==> config.mk <==
export PLATFORM = sky130hd
export DESIGN_NAME = alu_exec
export DESIGN_NICKNAME = d
export VERILOG_FILES = /design/src/rtl/alu_exec.sv
export SDC_FILE = /design/constraint.sdc
export NUM_CORES = 1
export LEC_CHECK = 0
export BUFFER_PORTS_ARGS = -buffer_cell sky130_fd_sc_hd__buf_2
export CORE_MARGIN = 2
export CORE_UTILIZATION = 40
export CTS_CLUSTER_SIZE = 25
export DETAILED_ROUTE_END_ITERATION = 12
export GPL_TIMING_DRIVEN = 1
export MAX_ROUTING_LAYER = met4
export SLEW_MARGIN = 20
export SYNTH_ARGS = -nofsm -noshare
export SYNTH_HDL_FRONTEND = slang
export SYNTH_SLANG_ARGS = --single-unit
==> constraint.sdc <==
create_clock -name clk -period 3.5 [get_ports clk]
set_input_delay 0.525 -clock clk [delete_from_list [all_inputs] [get_ports clk]]
set_output_delay 0.525 -clock clk [all_outputs]
set_load 0.02 [all_outputs]
==> src/rtl/alu_exec.sv <==
// Registered ALU with a serial 1-bit-per-cycle shifter (IDLE/SHIFT FSM).
// Define ALU_EXEC_FAST_SHIFT_EN to use a single-cycle barrel shifter instead.
module alu_exec #(
    parameter int WIDTH = 32
) (
    input  logic             clk,
    input  logic             reset,
    input  logic             start,
    input  logic [3:0]       ALUControl,
    input  logic [WIDTH-1:0] SrcA,
    input  logic [WIDTH-1:0] SrcB,
    output logic             busy,
    output logic             done,
    output logic [WIDTH-1:0] ALUResult,
    output logic             Zero,
    output logic             illegal
);

    localparam int SHW = $clog2(WIDTH);

    localparam logic [3:0] OP_ADD  = 4'b0000;
    localparam logic [3:0] OP_SUB  = 4'b0001;
    localparam logic [3:0] OP_AND  = 4'b0010;
    localparam logic [3:0] OP_OR   = 4'b0011;
    localparam logic [3:0] OP_XOR  = 4'b0100;
    localparam logic [3:0] OP_SLT  = 4'b0101;
    localparam logic [3:0] OP_SLTU = 4'b0110;
    localparam logic [3:0] OP_SLL  = 4'b0111;
    localparam logic [3:0] OP_SRL  = 4'b1000;
    localparam logic [3:0] OP_SRA  = 4'b1001;

    logic [SHW-1:0]   shamt;
    logic [WIDTH-1:0] comb_res;
    logic             comb_ill;

    logic [WIDTH-1:0] result_q, result_d;
    logic             zero_q, zero_d;
    logic             illegal_q, illegal_d;
    logic             done_q, done_d;

    assign shamt = SrcB[SHW-1:0];

    // Single-cycle result; in the serial build a shift only lands here with amount 0.
    always_comb begin
        comb_res = '0;
        comb_ill = 1'b0;
        case (ALUControl)
            OP_ADD:  comb_res = SrcA + SrcB;
            OP_SUB:  comb_res = SrcA - SrcB;
            OP_AND:  comb_res = SrcA & SrcB;
            OP_OR:   comb_res = SrcA | SrcB;
            OP_XOR:  comb_res = SrcA ^ SrcB;
            OP_SLT:  comb_res = {{(WIDTH-1){1'b0}}, ($signed(SrcA) < $signed(SrcB))};
            OP_SLTU: comb_res = {{(WIDTH-1){1'b0}}, (SrcA < SrcB)};
`ifdef ALU_EXEC_FAST_SHIFT_EN
            OP_SLL:  comb_res = SrcA << shamt;
            OP_SRL:  comb_res = SrcA >> shamt;
            OP_SRA:  comb_res = WIDTH'($signed(SrcA) >>> shamt);
`else
            OP_SLL, OP_SRL, OP_SRA: comb_res = SrcA;
`endif
            default: comb_ill = 1'b1;
        endcase
    end

`ifdef ALU_EXEC_FAST_SHIFT_EN

    assign busy = 1'b0;

    always_comb begin
        result_d  = result_q;
        zero_d    = zero_q;
        illegal_d = illegal_q;
        done_d    = 1'b0;
        if (start) begin
            result_d  = comb_res;
            zero_d    = (comb_res == '0);
            illegal_d = comb_ill;
            done_d    = 1'b1;
        end
    end

    always_ff @(posedge clk) begin
        if (reset) begin
            result_q  <= '0;
            zero_q    <= 1'b0;
            illegal_q <= 1'b0;
            done_q    <= 1'b0;
        end else begin
            result_q  <= result_d;
            zero_q    <= zero_d;
            illegal_q <= illegal_d;
            done_q    <= done_d;
        end
    end

`else

    localparam logic [0:0] ST_IDLE  = 1'b0;
    localparam logic [0:0] ST_SHIFT = 1'b1;

    logic [0:0]       state_q, state_d;
    logic [WIDTH-1:0] shreg_q, shreg_d;
    logic [SHW-1:0]   cnt_q, cnt_d;
    logic [3:0]       op_q, op_d;
    logic [WIDTH-1:0] shift_step;
    logic             launch_shift;

    assign busy = (state_q == ST_SHIFT);
    assign launch_shift = ((ALUControl == OP_SLL) || (ALUControl == OP_SRL) ||
                           (ALUControl == OP_SRA)) && (shamt != '0);

    always_comb begin
        unique case (op_q)
            OP_SLL:  shift_step = {shreg_q[WIDTH-2:0], 1'b0};
            OP_SRA:  shift_step = {shreg_q[WIDTH-1], shreg_q[WIDTH-1:1]};
            default: shift_step = {1'b0, shreg_q[WIDTH-1:1]};
        endcase
    end

    always_comb begin
        state_d   = state_q;
        shreg_d   = shreg_q;
        cnt_d     = cnt_q;
        op_d      = op_q;
        result_d  = result_q;
        zero_d    = zero_q;
        illegal_d = illegal_q;
        done_d    = 1'b0;
        case (state_q)
            ST_IDLE: begin
                if (start) begin
                    if (launch_shift) begin
                        state_d = ST_SHIFT;
                        shreg_d = SrcA;
                        cnt_d   = shamt;
                        op_d    = ALUControl;
                    end else begin
                        result_d  = comb_res;
                        zero_d    = (comb_res == '0);
                        illegal_d = comb_ill;
                        done_d    = 1'b1;
                    end
                end
            end
            ST_SHIFT: begin
                shreg_d = shift_step;
                cnt_d   = cnt_q - SHW'(1);
                // Last 1-bit step: publish the result and return to IDLE.
                if (cnt_q == SHW'(1)) begin
                    state_d   = ST_IDLE;
                    result_d  = shift_step;
                    zero_d    = (shift_step == '0);
                    illegal_d = 1'b0;
                    done_d    = 1'b1;
                end
            end
            default: state_d = ST_IDLE;
        endcase
    end

    always_ff @(posedge clk) begin
        if (reset) begin
            state_q   <= ST_IDLE;
            shreg_q   <= '0;
            cnt_q     <= '0;
            op_q      <= '0;
            result_q  <= '0;
            zero_q    <= 1'b0;
            illegal_q <= 1'b0;
            done_q    <= 1'b0;
        end else begin
            state_q   <= state_d;
            shreg_q   <= shreg_d;
            cnt_q     <= cnt_d;
            op_q      <= op_d;
            result_q  <= result_d;
            zero_q    <= zero_d;
            illegal_q <= illegal_d;
            done_q    <= done_d;
        end
    end

`endif

    assign done      = done_q;
    assign ALUResult = result_q;
    assign Zero      = zero_q;
    assign illegal   = illegal_q;

endmodule

==> results of run 1 <==
## through the flow
stage	hold slack, ns	instance area, sq um	utilization, %	instances
after floorplan	0.463	9980	-	1429
after global placement	0.435	13200	54.2	2109
after detailed placement	0.443	13200	54.2	2109
after CTS	0.449	13600	55.7	2125
after global routing	0.459	13900	57.1	2132
final	0.446	13900	57.1	2132
## repair_timing
item / in CTS / in global routing
setup buffers: 1 / 7
resized for setup: 22 / 68
endpoints found under the setup margin: 7 / 12
pin swaps: 7 / 28
## area by class of cell
class | instances | area [sq um] | share of cell area (%)
tap | 324 | 405 | 2.91
multi-input combinational | 1148 | 8030 | 57.6
clock buffer | 12 | 236 | 1.70
timing repair buffer | 473 | 3350 | 24.0
clock inverter | 3 | 15.0 | 0.108
sequential | 77 | 1550 | 11.1
inverter | 95 | 359 | 2.58
## worst max-delay path, stage by stage
cell	delay, ns
buf_2	0.11
buf_4	0.14
ha_1	0.19
a21oi_1	0.39
o211ai_1	0.30
and3_4	0.28
o21ai_4	0.21
a21oi_4	0.11
o21ai_0	0.18
a21boi_1	0.22
xnor2_1	0.15
o21ai_2	0.11
or4_1	0.57
o31ai_2	0.21
## routing by layer
metal,up-vias,GRT usage [%]
li1,6014,-
met1,5957,46.5
met2,576,51.3
met3,60,4.14
met4,0,8.73
met5,-,-
## where the power goes
group | internal [mW] | leakage, nW | switching (mW)
Combinational | 0.911 | 5.55 | 1.15
Sequential | 0.942 | 0.630 | 0.0569
Clock | 0.473 | 0.126 | 0.357
## flip-flops by register name (all words and copies together), names as in the netlist
register / count
ALUResult: 32
Zero: 1
busy: 1
cnt_q: 5
done: 1
illegal: 1
op_q: 4
shreg_q: 32
## final timing paths
check | start | to | slack, ns | depth (start not counted)
hold / removal | illegal$_SDFFE_PP0P_ | illegal$_SDFFE_PP0P_ | 0.45 | 2
setup reg to reg | busy$_SDFF_PP0_ | Zero$_SDFFE_PP0P_ | 0.62 | 10
hold reg to reg | illegal$_SDFFE_PP0P_ | illegal$_SDFFE_PP0P_ | 0.45 | 2
setup / recovery | SrcA[5] | Zero$_SDFFE_PP0P_ | 0.06 | 14
## cell usage in the layout, fill, tap and decap left out, types with 7 or more instances in the layout
master     count
buf_4        361
nand2_1      156
nor2_1       137
ha_1         105
a21oi_1      104
buf_2        104
inv_1         93
dfxtp_1       76
o21ai_0       56
a211oi_1      53
nand3_1       52
o211ai_1      38
nor3_1        35
a311oi_1      26
nor2b_1       19
nor4_1        18
a21o_1        18
or3_1         17
a221oi_1      16
o31ai_1       12
o21a_1        12
a31oi_1       12
nor3b_1       11
nand2b_1      10
nand4_1       10
a211o_1        9
clkbuf_16      9
and3_1         8
xnor2_1        8
o21ai_1        8
or2_2          7
a22oi_1        7
mux2i_1        7
o21bai_1       7
a221o_1        7
ha_4           7
## logic make-up (layout without fill, tap and decap cells)
| family | count (synthesis) | after routing | share of synthesized area, % |
|---|---|---|---|
| mux | 8 | 8 | 0.815 |
| fa+ha+maj | 117 | 117 | 14.8 |
| flops | 77 | 77 | 15.4 |
| xor+xnor | 9 | 9 | 0.790 |
| buf+inv | 204 | 583 | 8.25 |
| compound gates | 490 | 490 | 34.8 |
| simple gates | 524 | 524 | 25.1 |
==> metrics.md, run 1 <==
| Metric | Value |
|---|---|
| Initial antenna violation count | 0 |
| VDD IR max | 0.359 mV |
| Post-Synthesis Cells | 1429 |
| Top Layer Used | met4 |
| Critical Path AT | 3.70 ns |
| Outcome | finished, final reports clean |
| First-pass GRT wire length | 66600 um |
| Die Y | 162 um |
| Tmin final | 3.44 ns |
| TritonCTS Buffers | 9 |
| Final Total Pwr | 3.89 mW |
| Power per Cell Area | 279 mW/mm^2 |
| # port buffers | 106 |
| Worst-path clk slew | 0.06 ns |
| Hold Fails Final Rpt | 0 |
| Initial core utilization | 40.9% |
| HPWL Detailed | 35700 um |
| Largest area contributor in the netlist | dfxtp_1 |
| Cell Area, Synth | 0.00998 sq mm |
| Crit path launch type | input port |
| Routed len/inst | 20.7 um |
| Via count of the first global-routing pass | 11600 |
| PnR worst setup slack | 0.0608 ns |
| Num rows | 57 |
| Relative slew margins | 35.9% |
| Max Fclk | 0.291 GHz |
| Largest net degree at the start of global routing | 78 |
| Final worst-path cycle share | 98.3% |
| Share of layout cells above drive strength 1 | 31.8% |
| Clk_lat worst skew | 0.34 ns |
| Post-Route WL | 44200 um |
| Warnings from Yosys | 0 |
| Fillers | 2407 |
| ANT cells | 0 |
| Met3 WL post-DR | 3550 um |
| Core area | 0.0244 sq mm |
| Drt pass-1 iters | 8 |
| Async set-or-reset flop fraction in the synthesized netlist | 0% |
| Worst-margin pin slew | 0.960 ns |
| # hold bufs at CTS | 0 |
| Die width | 162 um |
| Crit Path Category | input port to flip-flop |
| Iteration-0 DRC Markers | 1237 |
| Vias | 12600 |
| All-Layer GR Usage | 33.4% |
| Commonest cells post-synth | nand2_1, nor2_1, ha_1, a21oi_1, inv_1 |
| Die area | 0.0262 sq mm |
| Count leader, synth | nand2_1 |
| M1 WL | 20200 um |
| GR Overflow Total | 0 |
| Final setup violation count | 0 |
| Sequential share of the synthesized area | 15.4% |
| Drt drc | 0 |
| Synth Area per Inst | 6.98 sq um |
| Post-synth EDFFs | 0 |
| Layout Nets | 1992 |
| CTS H-tree lvls | 3 |
| Synth cell types | 86 |
| CTS Sinks | 77 |
| Synth Flop Type | dfxtp_1 |
| Final ANT Viol Nets | 0 |
| CTS Buffer Depth | 2 |
| Syn_nets | 1617 |
| Layout area overhead | 39.7% |
| Setup TNS | 0 ns |
| Worst hold path class | flip-flop to flip-flop |
| Placement Setup Slack | -0.667 ns |
| Worst setup EP type | flip-flop |
| DR vias/cell | 5.91 |
| Boundary Pins | 107 |
| MaxCap Viol Count | 0 |
| RSZ-0062 raised after global routing | yes |
| FF+latch count, synth | 77 |
| Top post-synthesis cells by area | dfxtp_1, ha_1, nand2_1 |
| Leak | 6.30 nW |
| Worst Skew | 0.00991 ns |
| CTS tree | built |
| Clock root buffer | clkbuf_16 |
| Routed wl met2 | 19500 um |
| Synth top area share | 15.4% |
| Worst-path fanout max | 4 |
| Final Slew Violations | 0 |
| Req. time, crit path | 3.76 ns |
| Final GP Congestion | 1.03 |
No activity file was read; power rests on OpenSTA's default activity.
==> inputs of run 2 (changes only) <==
CORE_ASPECT_RATIO = 1.75   (was unset)
CTS_BUF_LIST = sky130_fd_sc_hd__clkbuf_4 sky130_fd_sc_hd__clkbuf_8 sky130_fd_sc_hd__clkbuf_16   (was unset)
==> run 2 against run 1 <==
Critical path depth rose by 1. Routed wire length is 0.51% higher. Global-route usage increased by 1.3 points. Final cell count down 1.8%. Clock power is 15% higher. Sequential share of layout area rose by 0.29 points. Highest routed layer unchanged. Utilization shrank 1.8 points. Sequential cell count stayed put. Combinational power decreased by 4%. Total power is 0.92% higher.
==> metrics.md, run 2 (synthesized netlist as in run 1, its figures left out) <==
| Metric | Value |
|---|---|
| Drt pass-1 iters | 8 (unchanged) |
| WP buf/inv | 2 (unchanged) |
| Reg2reg end | Zero$_SDFFE_PP0P_ (unchanged) |
| VDD IR max | 0.231 mV (was 0.359 mV) |
| Num rows | 76 (was 57) |
| Final GP Congestion | 1.01 (was 1.03) |
| Dpl cells | 2073 (was 2109) |
| Commonest non-fill, non-tap cell in the layout | buf_4 (unchanged) |
| CTS H-tree lvls | 3 (unchanged) |
| Post-route non-filler standard cell count | 2093 (was 2132) |
| Hold Fails Final Rpt | 0 (unchanged) |
| Core area | 0.0245 sq mm (was 0.0244 sq mm) |
| Most frequent cells in the layout | buf_4, nand2_1, nor2_1 (unchanged) |
| TritonCTS Buffers | 9 (unchanged) |
| Outcome | finished, final reports clean (unchanged) |
| Worst Hold Launch | ALUResult[12]$_SDFFE_PP0P_ (was illegal$_SDFFE_PP0P_) |
| Iteration-0 DRC Markers | 925 (was 1237) |
| Worst setup path start | SrcA[0] (was SrcA[5]) |
| Die area | 0.0263 sq mm (was 0.0262 sq mm) |
| Worst-path fanout max | 4 (unchanged) |
| Reg2Reg Depth | 12 (was 10) |
| Via count of the first global-routing pass | 12000 (was 11600) |
| Final ANT Viol Nets | 0 (unchanged) |
| FF-to-FF Start | cnt_q[0]$_SDFFE_PP0P_ (was busy$_SDFF_PP0_) |
| CTS tree | built (unchanged) |
| CTS Buffer Depth | 2 (unchanged) |
| HPWL Detailed | 36500 um (was 35700 um) |
| First-pass GRT wire length | 67500 um (was 66600 um) |
| Critical path depth | 15 (was 14) |
| Initial core utilization | 40.7% (was 40.9%) |
| Die Y | 213 um (was 162 um) |
| Final instance area | 0.0136 sq mm (was 0.0139 sq mm) |
| Finished Core Util | 55.4% (was 57.1%) |
| Layout Nets | 1964 (was 1992) |
| CP delay by family, top | simple AND/OR/NAND/NOR gates (was compound AO/OA/AOI/OAI gates) |
| Initial antenna violation count | 0 (unchanged) |
| Crit path launch type | input port (unchanged) |
| Reg2Reg Setup Slack | 0.88 ns (was 0.62 ns) |
| Post-Route WL | 44500 um (was 44200 um) |
| MaxCap Viol Count | 0 (unchanged) |
| ANT cells | 0 (unchanged) |
| Routed len/inst | 21.2 um (was 20.7 um) |
| # port buffers | 106 (unchanged) |
| Cells along the critical path | buf_2 -> ha_4 -> inv_1 -> fa_1 -> nor2b_2 -> o2111ai_1 -> nand3_1 -> a31oi_1 -> or3_1 -> a21oi_1 -> xnor2_1 -> o221ai_1 -> nor4_1 -> nand4_1 -> o31ai_2 (was buf_2 -> buf_4 -> ha_1 -> a21oi_1 -> o211ai_1 -> and3_4 -> o21ai_4 -> a21oi_4 -> o21ai_0 -> a21boi_1 -> xnor2_1 -> o21ai_2 -> or4_1 -> o31ai_2) |
| Crit path max-delay cell type | fa_1 (was or4_1) |
| Clk_lat worst skew | 0.35 ns (was 0.34 ns) |
| Critical Path AT | 3.73 ns (was 3.70 ns) |
| All-Layer GR Usage | 34.8% (was 33.4%) |
| Vias | 12500 (was 12600) |
| Layout area overhead | 36.1% (was 39.7%) |
| # hold bufs at CTS | 0 (unchanged) |
| CTS Sinks | 77 (unchanged) |
| Critical path endpoint | Zero$_SDFFE_PP0P_ (unchanged) |
| Worst setup EP type | flip-flop (unchanged) |
| Fillers | 2487 (was 2407) |
| Tmin final | 3.46 ns (was 3.44 ns) |
| DP Area | 0.0130 sq mm (was 0.0132 sq mm) |
| Final worst-path cycle share | 98.9% (was 98.3%) |
| Max Fclk | 0.289 GHz (was 0.291 GHz) |
| Final Slew Violations | 0 (unchanged) |
| Worst hold path class | flip-flop to flip-flop (unchanged) |
| DR vias/cell | 5.96 (was 5.91) |
| Drt drc | 0 (unchanged) |
| CP max stage delay | 0.40 ns (was 0.57 ns) |
| Leak | 6.17 nW (was 6.30 nW) |
| Setup TNS | 0 ns (unchanged) |
| Boundary Pins | 107 (unchanged) |
| Worst Skew | 0.00833 ns (was 0.00991 ns) |
| GR Overflow Total | 0 (unchanged) |
| Clock root buffer | clkbuf_16 (unchanged) |
| Power per Cell Area | 289 mW/mm^2 (was 279 mW/mm^2) |
| Worst-path clk slew | 0.06 ns (about the same) |
| Req. time, crit path | 3.77 ns (was 3.76 ns) |
| Final setup violation count | 0 (unchanged) |
| RSZ-0062 raised after global routing | yes (unchanged) |
| Crit Path Category | input port to flip-flop (unchanged) |
| Share of layout cells above drive strength 1 | 30.3% (was 31.8%) |
| Largest net degree at the start of global routing | 99 (was 78) |
| Worst-margin pin slew | 0.932 ns (was 0.960 ns) |
| Die width | 123 um (was 162 um) |
| Relative slew margins | 37.9% (was 35.9%) |
## run 2: worst reg2reg max path: stages (launching register included)
cell      delay (ns)
dfxtp_1         0.44
ha_1            0.18
nor4b_1         0.23
buf_4           0.19
o21bai_2        0.13
nor2_1          0.09
nor4_4          0.16
nand3b_1        0.12
nor4_2          0.16
nand4b_1        0.21
nor4_1          0.28
nand4_1         0.14
o31ai_2         0.22
## run 2: timing repair
action | 4_1_cts | 5_1_grt
endpoints found under the setup margin | 9 | 11
resized for setup | 16 | 45
buffers inserted | 1 | 3
hold endpoints to repair | 0 | 0
pin swaps | 5 | 22
## run 2: final cells by class
cell class / count / area (sq um) / area share, %
multi-input cells: 1148 / 7910 / 58.2
repair buffers: 445 / 3090 / 22.7
flip-flops and latches: 77 / 1550 / 11.4
well taps: 312 / 390 / 2.87
inverters: 95 / 357 / 2.63
clock buffers: 9 / 225 / 1.66
clock inverters: 7 / 73.8 / 0.543
## run 2: report_power, final
group          switching, mW  leakage [nW]  total (mW)  internal (mW)
Combinational           1.11          5.40        1.97          0.857
Sequential            0.0579         0.630        1.00          0.942
Clock                  0.402         0.146       0.957          0.554
## run 2: worst min-delay path by stage
stage / end / slack [ns] / cells after the start
floorplan: op_q[1]$_SDFFE_PP0P_ / 0.46 / 1
global placement: ALUResult[12]$_SDFFE_PP0P_ / 0.44 / 2
detailed placement: ALUResult[12]$_SDFFE_PP0P_ / 0.44 / 2
CTS: ALUResult[12]$_SDFFE_PP0P_ / 0.45 / 2
global route: ALUResult[21]$_SDFFE_PP0P_ / 0.46 / 2
finish: ALUResult[12]$_SDFFE_PP0P_ / 0.45 / 2
## run 2: per-layer routing
metal | vias up | GRT usage, % | routed length, um
met4 | 0 | 18.3 | 2540
met2 | 437 | 60.6 | 22800
li1 | 5968 | - | -
met3 | 123 | 1.87 | 1990
met5 | - | - | 0
met1 | 5950 | 39.5 | 17100
## run 2: per-stage QoR
step	power, mW	setup WS, ns	hold WS [ns]
2_1_floorplan	1.98	0.0298	0.463
3_3_place_gp	2.88	-0.474	0.436
3_5_place_dp	2.89	-0.551	0.442
4_1_cts	3.86	0.000471	0.448
5_1_grt	4.12	-0.0572	0.461
6_report	3.92	0.0379	0.446
